<file path="src/rtl/demod_report_sched.sv">
// rtl/demod_report_sched.sv - epoch scheduler: measure, settle, classify-stabilise, 6-byte report
module demod_report_sched #(
  parameter int TIMEOUT_CYCLES = 5_000_000,
  parameter int SETTLE_CYCLES  = 16,
  parameter int STABLE_CNT     = 3
) (
  input  logic        sys_clk,
  input  logic        sys_rst,
  input  logic        run,
  output logic        meas_start,
  input  logic [2:0]  meas_done,
  input  logic [7:0]  cls_mod_type,
  input  logic [15:0] cls_freq,
  output logic [7:0]  mod_type_commit,
  output logic [15:0] freq_commit,
  output logic        type_change,
  output logic [7:0]  tx_data,
  output logic        tx_valid,
  input  logic        tx_ready,
  output logic        busy
);

  localparam int TO_W = ($clog2(TIMEOUT_CYCLES + 1) > 23) ? $clog2(TIMEOUT_CYCLES + 1) : 23;
  localparam int ST_W = ($clog2(SETTLE_CYCLES + 1) > 1) ? $clog2(SETTLE_CYCLES + 1) : 1;
  localparam logic [TO_W-1:0] TO_LAST  = TO_W'(TIMEOUT_CYCLES - 1);
  localparam logic [ST_W-1:0] ST_LAST  = ST_W'(SETTLE_CYCLES - 1);
  localparam logic [3:0]      STABLE_N = 4'(STABLE_CNT);
  localparam logic [7:0]      SYNC     = 8'hA5;

  typedef enum logic [2:0] {
    S_IDLE,
    S_START,
    S_WAIT,
    S_SETTLE,
    S_DECIDE,
    S_SEND
  } state_t;

  state_t          state;
  logic [2:0]      done_sticky;
  logic [TO_W-1:0] to_cnt;
  logic [ST_W-1:0] st_cnt;
  logic            timeout_flag;
  logic            stable_flag;
  logic [7:0]      cand_type;
  logic [3:0]      streak;
  logic [2:0]      byte_idx;

  logic [2:0]      done_eff;
  logic            type_ok;
  logic [7:0]      cand_next;
  logic [3:0]      streak_next;
  logic            commit_now;
  logic [7:0]      status_byte;
  logic [7:0]      checksum;
  logic [7:0]      next_byte;

  // Stability tracker next values; the current cycle's done pulses count toward all-done
  always_comb begin
    done_eff    = done_sticky | meas_done;
    type_ok     = !timeout_flag && (cls_mod_type >= 8'd1) && (cls_mod_type <= 8'd6);
    cand_next   = cand_type;
    streak_next = streak;
    if (!type_ok) begin
      cand_next   = 8'd0;
      streak_next = 4'd0;
    end else if (cls_mod_type == cand_type) begin
      streak_next = (streak >= STABLE_N) ? STABLE_N : streak + 4'd1;
    end else begin
      cand_next   = cls_mod_type;
      streak_next = 4'd1;
    end
    commit_now = type_ok && (streak_next == STABLE_N);
  end

  // Report byte following the one currently presented on tx_data
  always_comb begin
    status_byte = {6'b0, stable_flag, timeout_flag};
    checksum    = status_byte ^ mod_type_commit ^ freq_commit[15:8] ^ freq_commit[7:0];
    case (byte_idx)
      3'd0:    next_byte = status_byte;
      3'd1:    next_byte = mod_type_commit;
      3'd2:    next_byte = freq_commit[15:8];
      3'd3:    next_byte = freq_commit[7:0];
      default: next_byte = checksum;
    endcase
  end

  // Epoch state machine; the classifier is sampled on the last SETTLE cycle so the
  // committed values and type_change are already visible during DECIDE
  always_ff @(posedge sys_clk or posedge sys_rst) begin
    if (sys_rst) begin
      state           <= S_IDLE;
      meas_start      <= 1'b0;
      busy            <= 1'b0;
      done_sticky     <= 3'b0;
      to_cnt          <= '0;
      st_cnt          <= '0;
      timeout_flag    <= 1'b0;
      stable_flag     <= 1'b0;
      cand_type       <= 8'd0;
      streak          <= 4'd0;
      mod_type_commit <= 8'd0;
      freq_commit     <= 16'd0;
      type_change     <= 1'b0;
      tx_data         <= 8'd0;
      tx_valid        <= 1'b0;
      byte_idx        <= 3'd0;
    end else begin
      meas_start  <= 1'b0;
      type_change <= 1'b0;
      case (state)
        S_IDLE: begin
          if (run) begin
            state      <= S_START;
            meas_start <= 1'b1;
            busy       <= 1'b1;
          end
        end
        S_START: begin
          done_sticky  <= 3'b0;
          to_cnt       <= '0;
          timeout_flag <= 1'b0;
          state        <= S_WAIT;
        end
        S_WAIT: begin
          done_sticky <= done_eff;
          if (&done_eff) begin
            timeout_flag <= 1'b0;
            st_cnt       <= '0;
            state        <= S_SETTLE;
          end else if (to_cnt == TO_LAST) begin
            timeout_flag <= 1'b1;
            st_cnt       <= '0;
            state        <= S_SETTLE;
          end else begin
            to_cnt <= to_cnt + 1'b1;
          end
        end
        S_SETTLE: begin
          if (st_cnt == ST_LAST) begin
            cand_type   <= cand_next;
            streak      <= streak_next;
            stable_flag <= commit_now;
            if (commit_now) begin
              mod_type_commit <= cand_next;
              freq_commit     <= cls_freq;
              type_change     <= (cand_next != mod_type_commit);
            end
            state <= S_DECIDE;
          end else begin
            st_cnt <= st_cnt + 1'b1;
          end
        end
        S_DECIDE: begin
          tx_data  <= SYNC;
          tx_valid <= 1'b1;
          byte_idx <= 3'd0;
          state    <= S_SEND;
        end
        S_SEND: begin
          if (tx_ready) begin
            if (byte_idx == 3'd5) begin
              tx_valid <= 1'b0;
              tx_data  <= 8'd0;
              busy     <= 1'b0;
              state    <= S_IDLE;
            end else begin
              tx_data  <= next_byte;
              byte_idx <= byte_idx + 3'd1;
            end
          end
        end
        default: begin
          state <= S_IDLE;
        end
      endcase
    end
  end

endmodule

</file>
<file path="config.mk">
export PLATFORM = sky130hd
export DESIGN_NAME = demod_report_sched
export DESIGN_NICKNAME = d
export VERILOG_FILES = /design/src/rtl/demod_report_sched.sv
export SDC_FILE = /design/constraint.sdc
export NUM_CORES = 1
export LEC_CHECK = 0
export BUFFER_PORTS_ARGS = -buffer_cell sky130_fd_sc_hd__buf_2
export CELL_PAD_IN_SITES_DETAIL_PLACEMENT = 1
export CELL_PAD_IN_SITES_GLOBAL_PLACEMENT = 2
export CORE_ASPECT_RATIO = 0.75
export CORE_MARGIN = 2
export CORE_UTILIZATION = 36
export CTS_CLUSTER_SIZE = 8
export DETAILED_ROUTE_END_ITERATION = 10
export PLACE_DENSITY_LB_ADDON = 0.1
export SYNTH_ARGS = -nofsm -noshare
export SYNTH_HDL_FRONTEND = slang
export SYNTH_SLANG_ARGS = --single-unit
</file>
<file path="constraint.sdc">
create_clock -name sys_clk -period 2.9 [get_ports sys_clk]
set_input_delay 0.145 -clock sys_clk [delete_from_list [all_inputs] [get_ports sys_clk]]
set_output_delay 0.145 -clock sys_clk [all_outputs]
set_load 0.01 [all_outputs]
</file>
==> results.cfg, run 1 <==
[timing]
hold_ws_ns = 0.03525
fin_tns_setup_ns = 0
fin_crit_sh_pct = 94.49
timing.final.ws_setup_ns = 0.1597
fin_skew_ns = 0.007651
rsz0062_at_grt = false
max_freq_ghz = 0.3649
relSlewSlack_pct = 21.52
worst_slew_pin_slew_ns = 1.165
fin_crit_ns = 2.740
slew_viol_final = 0
setup_viol_count_final = 0
hold_viol = 0

[grt]
antenna_found_initial = 0
overflow = 0
grt_usage_pct = 19.85
grt_max_degree = 33
grt_pass1_vias = 3815
grt_pass1_wl_mm = 21.12

[worst_setup_path]
crit_top_cell = o21ai_0
slowest_delay_ns = 0.92
critPathTopFamily = compound AO/OA/AOI/OAI gates
cp-start-kind = register
crit_chain = inv_1, ha_1, nor3_1, o21ai_0, o31ai_1, a222oi_1, o21ai_0
worst_ep_arrival_time_ns = 2.95
worstSetupEndpointType = register
critical_path_buf_inv_count = 1
crit_type = register to register
cp_data_required_time_ns = 3.11
cp_max_fo = 11
crit_slowest_cell = o21ai_0

[logic_synthesis]
yosys-top-cells-count = dfrtp_1, nand2_1, nor2_1
yosysSeqAreaShare_pct = 46.76
synth_ff_type = dfrtp_1
synthSimpleGateAreaFrac_pct = 21.42
synthCells = 469
synth_edf_count = 0
synthMuxAreaShare_pct = 5.482
syn_avg_cell_area_um2 = 9.927
synth.top_cells.by_area = dfrtp_1, mux2_2, xnor2_1
synth_area_leader_cell = dfrtp_1
ys_types = 61
ys_ff_latch = 87
synth_nets = 509
yosysMostFrequentCell = dfrtp_1
synth_top_family_by_area = simple AND/OR/NAND/NOR gates
async_flop_share_pct = 100.0
synth_xor_area_share_pct = 7.256
synth_area_um2 = 4656
yosysTopAreaCellShare_pct = 46.76
synth_fa_ha_area_share_pct = 2.419
yosysWarnings = 0
synth_compound_area_share_pct = 13.30

[clock_network]
cts.sinks = 87
cts-root-buf = clkbuf_16
cts_buffers = 9
clock_latency_ns = 0.34
cts_tree = done
cts-htree-levels = 3
path_clk_slew_ns = 0.07
clockBufferDepth = 2
post_cts_buffers = 0

[floorplan]
rows = 35
die-area_um2 = 13870
fp.dieW_um = 135.3
start_util_pct = 37.43
core-area_um2 = 12440
die_h_um = 102.5
top_level_ports = 67

[drt]
vias = 3773
ant_nets = 0
drcViolationCount = 0
drt_wl_total_mm = 12.82
dr.pass1.iters = 5
wl_per_cell_um = 18.22
via_per_inst = 5.359
drt-initial-drc-count = 236

[power]
peakVddDrop_mv = 0.3747
powerDensity_nw_per_um2 = 666.8
fin_total_pwr_mw = 3.639
leakagePower_nw = 2.587

[finish]
syn_to_final_growth_pct = 17.23
layout-drive-gt1-share_pct = 21.75
fillers = 1446
fin_util_pct = 43.88
nets = 573
antenna_cells = 0

[flow_run]
cap_violations = 0

[place]
io_buffers = 66
routabilityCongestion = 0.7686
pre_cts_slack_ns = 0.1839
hpwl_mm = 9.587

[worst_hold_path]
hp-class = input pin to register

[status]
status = finished clean
cells in the final DEF (no fill, tap or decap), drive strengths merged, types with 14 or more instances in the layout:
cell type	Yosys	final
dfrtp	87	87
buf	6	73
nor2	40	40
nand2	39	39
o21ai	25	25
xnor2	21	21
mux2	20	20
nand3	19	19
xor2	15	15
nand4	14	14
inv	15	14
final cells by class:
| class | count | area [um^2] | area share (%) |
|---|---|---|---|
| multi-input combinational | 346 | 2322 | 42.55 |
| sequential | 87 | 2177 | 39.89 |
| timing repair buffer | 74 | 392.9 | 7.199 |
| clock buffer | 11 | 242.7 | 4.448 |
| tap | 166 | 207.7 | 3.806 |
| clock inverter | 5 | 57.56 | 1.055 |
| inverter | 15 | 57.56 | 1.055 |
through the flow:
| stage | cell area, um^2 | std cells |
|---|---|---|
| finish | 5458 | 704 |
| global route | 5458 | 704 |
| CTS | 5458 | 704 |
| detailed placement | 5147 | 687 |
| global placement | 5147 | 687 |
| floorplan | 4656 | 469 |
registers in the layout (all words and copies together) (netlist names), 3 cells and up:
signal           count
tx_data              8
mod_type_commit      8
done_sticky          3
streak               4
freq_commit         16
byte_idx             3
state                3
st_cnt               5
cand_type            8
to_cnt              23
logic make-up (layout without fill, tap and decap cells):
family	Yosys count	count (layout)
adder cells (fa/ha/maj)	9	9
AO/OA/AOI/OAI	90	90
AND/OR/NAND/NOR	187	187
multiplexers	23	23
flip-flops	87	87
XOR/XNOR	37	37
buffers and inverters	36	105
repair_timing:
item / CTS / global route
setup endpoints to repair: 0 / 0
endpoints found under the hold margin: 30 / 0
hold buffers: 1 / 0
resized for setup: 0 / 0
final timing paths:
check,startpoint,cells after the start,slack (ns),to
worst max register to register,byte_idx[1],7,0.16,tx_data[4]
min in group asynchronous,sys_rst,3,0.38,cand_type[6]
worst min-delay path,cls_freq[11],2,0.04,freq_commit[11]
max in group asynchronous,sys_rst,4,1.69,to_cnt[18]
worst max-delay path,byte_idx[1],7,0.16,tx_data[4]
worst min register to register,tx_data[1],2,0.48,tx_data[1]
layer usage:
metal	GRT usage [%]	wire (um)	up-vias
li1	-	-	1829
met2	28.04	5347	78
met1	31.06	6724	1855
met5	0	0	-
met3	3.869	633	11
met4	4.647	118	0
where the power goes:
| group | internal, mW | leakage, nW | switching (mW) |
|---|---|---|---|
| Sequential | 1.44 | 1.14 | 0.253 |
| Combinational | 0.337 | 1.30 | 0.431 |
| Clock | 0.692 | 0.149 | 0.491 |
| Total | 2.46 | 2.59 | 1.17 |
Power figures use the tool's default switching activity.
==> run 2, diff against run 1 <==
--- a/config.mk
+++ b/config.mk
@@ -8,7 +8,7 @@
 export BUFFER_PORTS_ARGS = -buffer_cell sky130_fd_sc_hd__buf_2
 export CELL_PAD_IN_SITES_DETAIL_PLACEMENT = 1
 export CELL_PAD_IN_SITES_GLOBAL_PLACEMENT = 2
-export CORE_ASPECT_RATIO = 0.75
+export CORE_ASPECT_RATIO = 0.8
 export CORE_MARGIN = 2
 export CORE_UTILIZATION = 36
 export CTS_CLUSTER_SIZE = 8
==> results.cfg, run 2 (synthesis gave the netlist of run 1 again) <==
[finish]
nets = 574
final_cell_area_um2 = 5493
layout_commonest_cell = dfrtp_1
multi_input_area_um2 = 2322
antenna_cells = 0
largest_reg_flops = 23
layout_common_cells = dfrtp_1, buf_2, nor2_1, nand2_1, o21ai_0
fin_util_pct = 43.15
top_regs = to_cnt (23), freq_commit (16)
syn_to_final_growth_pct = 17.98
layout-drive-gt1-share_pct = 21.71
regMostFlops = to_cnt
fillers = 1473
seqCellArea_um2 = 2177
stdcell_count = 714

[floorplan]
rows = 37
die-area_um2 = 13860
fp.dieW_um = 131.1
core-area_um2 = 12730
start_util_pct = 36.57
top_level_ports = 67
die_h_um = 105.7

[worst_setup_path]
cp_max_fo = 11
cp_data_required_time_ns = 3.12
rr_endpoint = tx_data[4]
worstSetupEndpointType = register
critPathLaunch = byte_idx[2]
cp-start-kind = register
endpoint = tx_data[4]
worst_ep_arrival_time_ns = 2.72
crit_type = register to register
reg2reg_depth = 7
r2r-start = byte_idx[2]
ff2ff_setup_slack_ns = 0.40

[clock_network]
path_clk_slew_ns = 0.07
cts-root-buf = clkbuf_16
cts-htree-levels = 3
clockBufferDepth = 2
cts_buffers = 9
cts.sinks = 87
post_cts_buffers = 0
clock_latency_ns = 0.34
cts_tree = done

[worst_hold_path]
min_path_cells = 2
hp-class = input pin to register

[place]
routabilityCongestion = 0.7907
hpwl_mm = 9.340
io_buffers = 66
place_inst = 697
dpl-instance-area_um2 = 5191

[timing]
fin_crit_sh_pct = 86.29
worst_slew_pin_slew_ns = 0.7884
slew_viol_final = 0
fin_tns_setup_ns = 0
fin_skew_ns = 0.006475
setup_viol_count_final = 0
hold_viol = 0
relSlewSlack_pct = 47.09
fin_crit_ns = 2.502
rsz0062_at_grt = false
max_freq_ghz = 0.3996

[drt]
drt_wl_total_mm = 12.92
drcViolationCount = 0
dr.pass1.iters = 5
via_per_inst = 5.361
wl_per_cell_um = 18.09
vias = 3828
drt-initial-drc-count = 175
ant_nets = 0

[grt]
grt_pass1_vias = 3983
grt_pass1_wl_mm = 21.37
grt_max_degree = 88
grt_usage_pct = 19.42
antenna_found_initial = 0
overflow = 0

[power]
leakagePower_nw = 2.588
combPwrFrac_pct = 21.4
p_sw_mw = 1.193
pwr-share-seq_pct = 46.5
internal_power_mw = 2.447
sw_frac_of_total_pct = 32.77
powerDensity_nw_per_um2 = 662.6
clockPowerShare_pct = 32.1
peakVddDrop_mv = 0.3180

[status]
status = finished clean

[flow_run]
cap_violations = 0
==> run 2: worst min path at each step <==
stage / slack (ns) / from / endpoint
floorplan: 0.29 / meas_done[2] / done_sticky[2]
global placement: 0.29 / sys_rst / done_sticky[2]
detailed placement: 0.30 / sys_rst / busy
CTS: 0.02 / cls_freq[5] / freq_commit[5]
global route: 0.02 / cls_freq[5] / freq_commit[5]
finish: 0.03 / cls_freq[5] / freq_commit[5]
==> run 2: layout make-up <==
class                      instances  share of cell area [%]
sequential                        87                   39.64
timing repair buffer              75                   7.745
tap                              175                   3.986
inverter                          15                   1.048
clock buffer                      11                   4.237
clock inverter                     5                   1.071
multi-input combinational        346                   42.28
==> run 2: power by group through the flow <==
stage,sequential (mW),clock [mW],combinational [mW]
2_1_floorplan,1.64,0,0.549
3_3_place_gp,1.70,0,0.744
3_5_place_dp,1.71,0,0.788
4_1_cts,1.69,1.20,0.795
5_1_grt,1.73,1.26,0.887
6_report,1.69,1.17,0.780
==> run 2: stage by stage <==
step / setup slack (ns) / hold slack (ns) / power [mW]
4_1_cts: 0.1808 / 0.01953 / 3.690
2_1_floorplan: 0.5048 / 0.2914 / 2.190
3_3_place_gp: 0.4052 / 0.2921 / 2.440
6_report: 0.3975 / 0.03033 / 3.639
3_5_place_dp: 0.2109 / 0.2994 / 2.496
5_1_grt: 0.2279 / 0.02286 / 3.871
==> run 2: worst max-delay path: stages (launching register included) <==
cell and delay, ns:
dfrtp_1 0.49, inv_1 0.17, ha_1 0.45, inv_1 0.16
o21ai_1 0.46, o31ai_1 0.15, a222oi_1 0.38, o21ai_0 0.12
==> run 2: per-layer routing <==
metal	vias up	share of wire [%]	global-route usage [%]
met5	-	0	0
met4	0	0.63	4.658
met3	8	2.3	3.463
met2	54	45	30.30
met1	1946	52	28.10
li1	1820	-	-
==> run 2: repair_timing <==
| action | in CTS | in global routing |
|---|---|---|
| setup endpoints to repair | 0 | 1 |
| gates resized for setup | 0 | 1 |
| hold buffers | 1 | 0 |
| endpoints found under the hold margin | 87 | 0 |
==> run 3, diff against run 2 <==
--- a/config.mk
+++ b/config.mk
@@ -5,12 +5,13 @@
 export SDC_FILE = /design/constraint.sdc
 export NUM_CORES = 1
 export LEC_CHECK = 0
+export ABC_AREA = 1
 export BUFFER_PORTS_ARGS = -buffer_cell sky130_fd_sc_hd__buf_2
 export CELL_PAD_IN_SITES_DETAIL_PLACEMENT = 1
 export CELL_PAD_IN_SITES_GLOBAL_PLACEMENT = 2
 export CORE_ASPECT_RATIO = 0.8
 export CORE_MARGIN = 2
-export CORE_UTILIZATION = 36
+export CORE_UTILIZATION = 33
 export CTS_CLUSTER_SIZE = 8
 export DETAILED_ROUTE_END_ITERATION = 10
 export PLACE_DENSITY_LB_ADDON = 0.1
==> results.cfg, run 3 <==
[status]
status = finished clean

[finish]
antenna_cells = 0
fillers = 1842
syn_to_final_growth_pct = 17.81
fin_util_pct = 40.23
largest_reg_flops = 23
top_regs = to_cnt (23), freq_commit (16)
layout_common_cells = nand2_1, dfrtp_1, inv_1
nets = 782
layout-drive-gt1-share_pct = 13.39
regMostFlops = to_cnt
layout_commonest_cell = nand2_1
stdcell_count = 931

[grt]
grt_max_degree = 46
grt_pass1_vias = 4732
antenna_found_initial = 0
grt_usage_pct = 18.76
overflow = 0
grt_pass1_wl_mm = 23.77

[place]
hpwl_mm = 10.46
routabilityCongestion = 0.7861
io_buffers = 66
place_inst = 914
pre_cts_slack_ns = 0.6413

[logic_synthesis]
synth_xor_area_share_pct = 6.393
yosys-top-cells-count = nand2_1, dfrtp_1, inv_1
synth_top_family_by_area = simple AND/OR/NAND/NOR gates
yosysSeqAreaShare_pct = 44.14
yosysTopAreaCellShare_pct = 44.14
synth_edf_count = 0
synth_fa_ha_area_share_pct = 2.283
ys_types = 32
yosysWarnings = 0
synthCells = 674
synthSimpleGateAreaFrac_pct = 32.22
synth_nets = 714
synth_area_leader_cell = dfrtp_1
synth_compound_area_share_pct = 6.773
syn_avg_cell_area_um2 = 7.318
async_flop_share_pct = 100.0
yosysMostFrequentCell = nand2_1
ys_ff_latch = 87
synthMuxAreaShare_pct = 0
synth.top_cells.by_area = dfrtp_1, nand2_1, inv_1
synth_ff_type = dfrtp_1
synth_area_um2 = 4932

[timing]
timing.final.ws_setup_ns = 0.6665
relSlewSlack_pct = 42.69
fin_crit_ns = 2.233
fin_skew_ns = 0.005735
slew_viol_final = 0
setup_viol_count_final = 0
worst_slew_pin_slew_ns = 0.8587
fin_tns_setup_ns = 0
max_freq_ghz = 0.4477
fin_crit_sh_pct = 77.02
rsz0062_at_grt = false
hold_viol = 0

[drt]
via_per_inst = 4.821
drcViolationCount = 0
ant_nets = 0
wl_met2_mm = 6.498
wl_per_cell_um = 14.97
met1_length_mm = 6.744
wl_met3_um = 562
dr.pass1.iters = 4
drt_wl_total_mm = 13.94
vias = 4488
drt-initial-drc-count = 145
top_layer = met4

[power]
powerDensity_nw_per_um2 = 703.3
sw_frac_of_total_pct = 37.13
fin_total_pwr_mw = 4.087
clockPowerShare_pct = 32.6
p_sw_mw = 1.517
peakVddDrop_mv = 0.4001
internal_power_mw = 2.569
leakagePower_nw = 2.927
combPwrFrac_pct = 30.3
pwr-share-seq_pct = 37.1

[worst_setup_path]
worstSetupEndpointType = register
worst_ep_arrival_time_ns = 2.46
cp_data_required_time_ns = 3.13
crit_type = register to register
cp_max_fo = 11
cp-start-kind = register

[clock_network]
clock_latency_ns = 0.35
cts.repair.resized = 0
cts-root-buf = clkbuf_16
cts_tree = done
cts.sinks = 87
clockBufferDepth = 2
cts_buffers = 9
cts-htree-levels = 3
path_clk_slew_ns = 0.06
post_cts_buffers = 0

[worst_hold_path]
hp-class = input pin to register

[floorplan]
rows = 39
die-area_um2 = 15950
die_h_um = 113.3
top_level_ports = 67
fp.dieW_um = 140.7
core-area_um2 = 14440
start_util_pct = 34.15

[flow_run]
cap_violations = 0
==> run 3: critical path: stages (launching register included) <==
cell     delay [ns]
dfrtp_1        0.42
ha_1           0.22
ha_1           0.32
inv_1          0.10
nand4_1        0.43
inv_1          0.38
nand2_1        0.09
nand3_1        0.08
a21oi_1        0.07
==> run 3: what timing repair did <==
item	CTS	global route
endpoints found under the hold margin	44	0
hold buffers	1	0
setup endpoints to repair	0	0
==> run 3: path summary, 6_finish.rpt <==
| path | from | end | slack [ns] | depth (start not counted) |
|---|---|---|---|---|
| min in group asynchronous | sys_rst | cand_type[7] | 0.50 | 3 |
| hold / removal | cls_freq[14] | freq_commit[14] | 0.03 | 3 |
| setup reg to reg | byte_idx[0] | tx_data[5] | 0.67 | 8 |
| max in group asynchronous | sys_rst | freq_commit[10] | 1.68 | 4 |
| hold reg to reg | streak[2] | streak[2] | 0.47 | 2 |
| setup / recovery | byte_idx[0] | tx_data[5] | 0.67 | 8 |
==> run 3: routing by layer <==
metal	up-vias	GRT usage (%)
li1	2248	-
met4	0	5.333
met2	72	30.86
met1	2158	25.42
met5	-	0
met3	10	3.512
==> run 3: through the flow <==
stage | hold slack (ns) | instance area (um^2)
floorplan | 0.2773 | 4932
global placement | 0.3420 | 5458
detailed placement | 0.3534 | 5458
CTS | 0.02172 | 5811
global route | 0.03440 | 5811
finish | 0.03381 | 5811
==> run 3: cell families (layout without fill, tap and decap cells) <==
logic type,Yosys count,after routing
compound gates,64,64
xor+xnor,36,36
flops,87,87
simple gates,377,377
fa+ha+maj,9,9
buf+inv,101,174
==> run 3: power groups by stage <==
stage | clock network [mW] | logic (mW) | registers, mW
after global placement | 0 | 1.22 | 1.53
final | 1.33 | 1.24 | 1.52
after CTS | 1.38 | 1.27 | 1.52
after global routing | 1.43 | 1.43 | 1.54
after detailed placement | 0 | 1.26 | 1.54
after floorplan | 0 | 0.915 | 1.51
==> run 3: area by class of cell <==
class | count | area [um^2] | area share [%]
multi-input cells | 486 | 2351 | 40.46
flip-flops and latches | 87 | 2177 | 37.47
repair buffers | 70 | 375.4 | 6.460
inverters | 88 | 334.1 | 5.749
clock buffers | 12 | 266.5 | 4.587
well taps | 184 | 230.2 | 3.962
clock inverters | 4 | 76.32 | 1.314
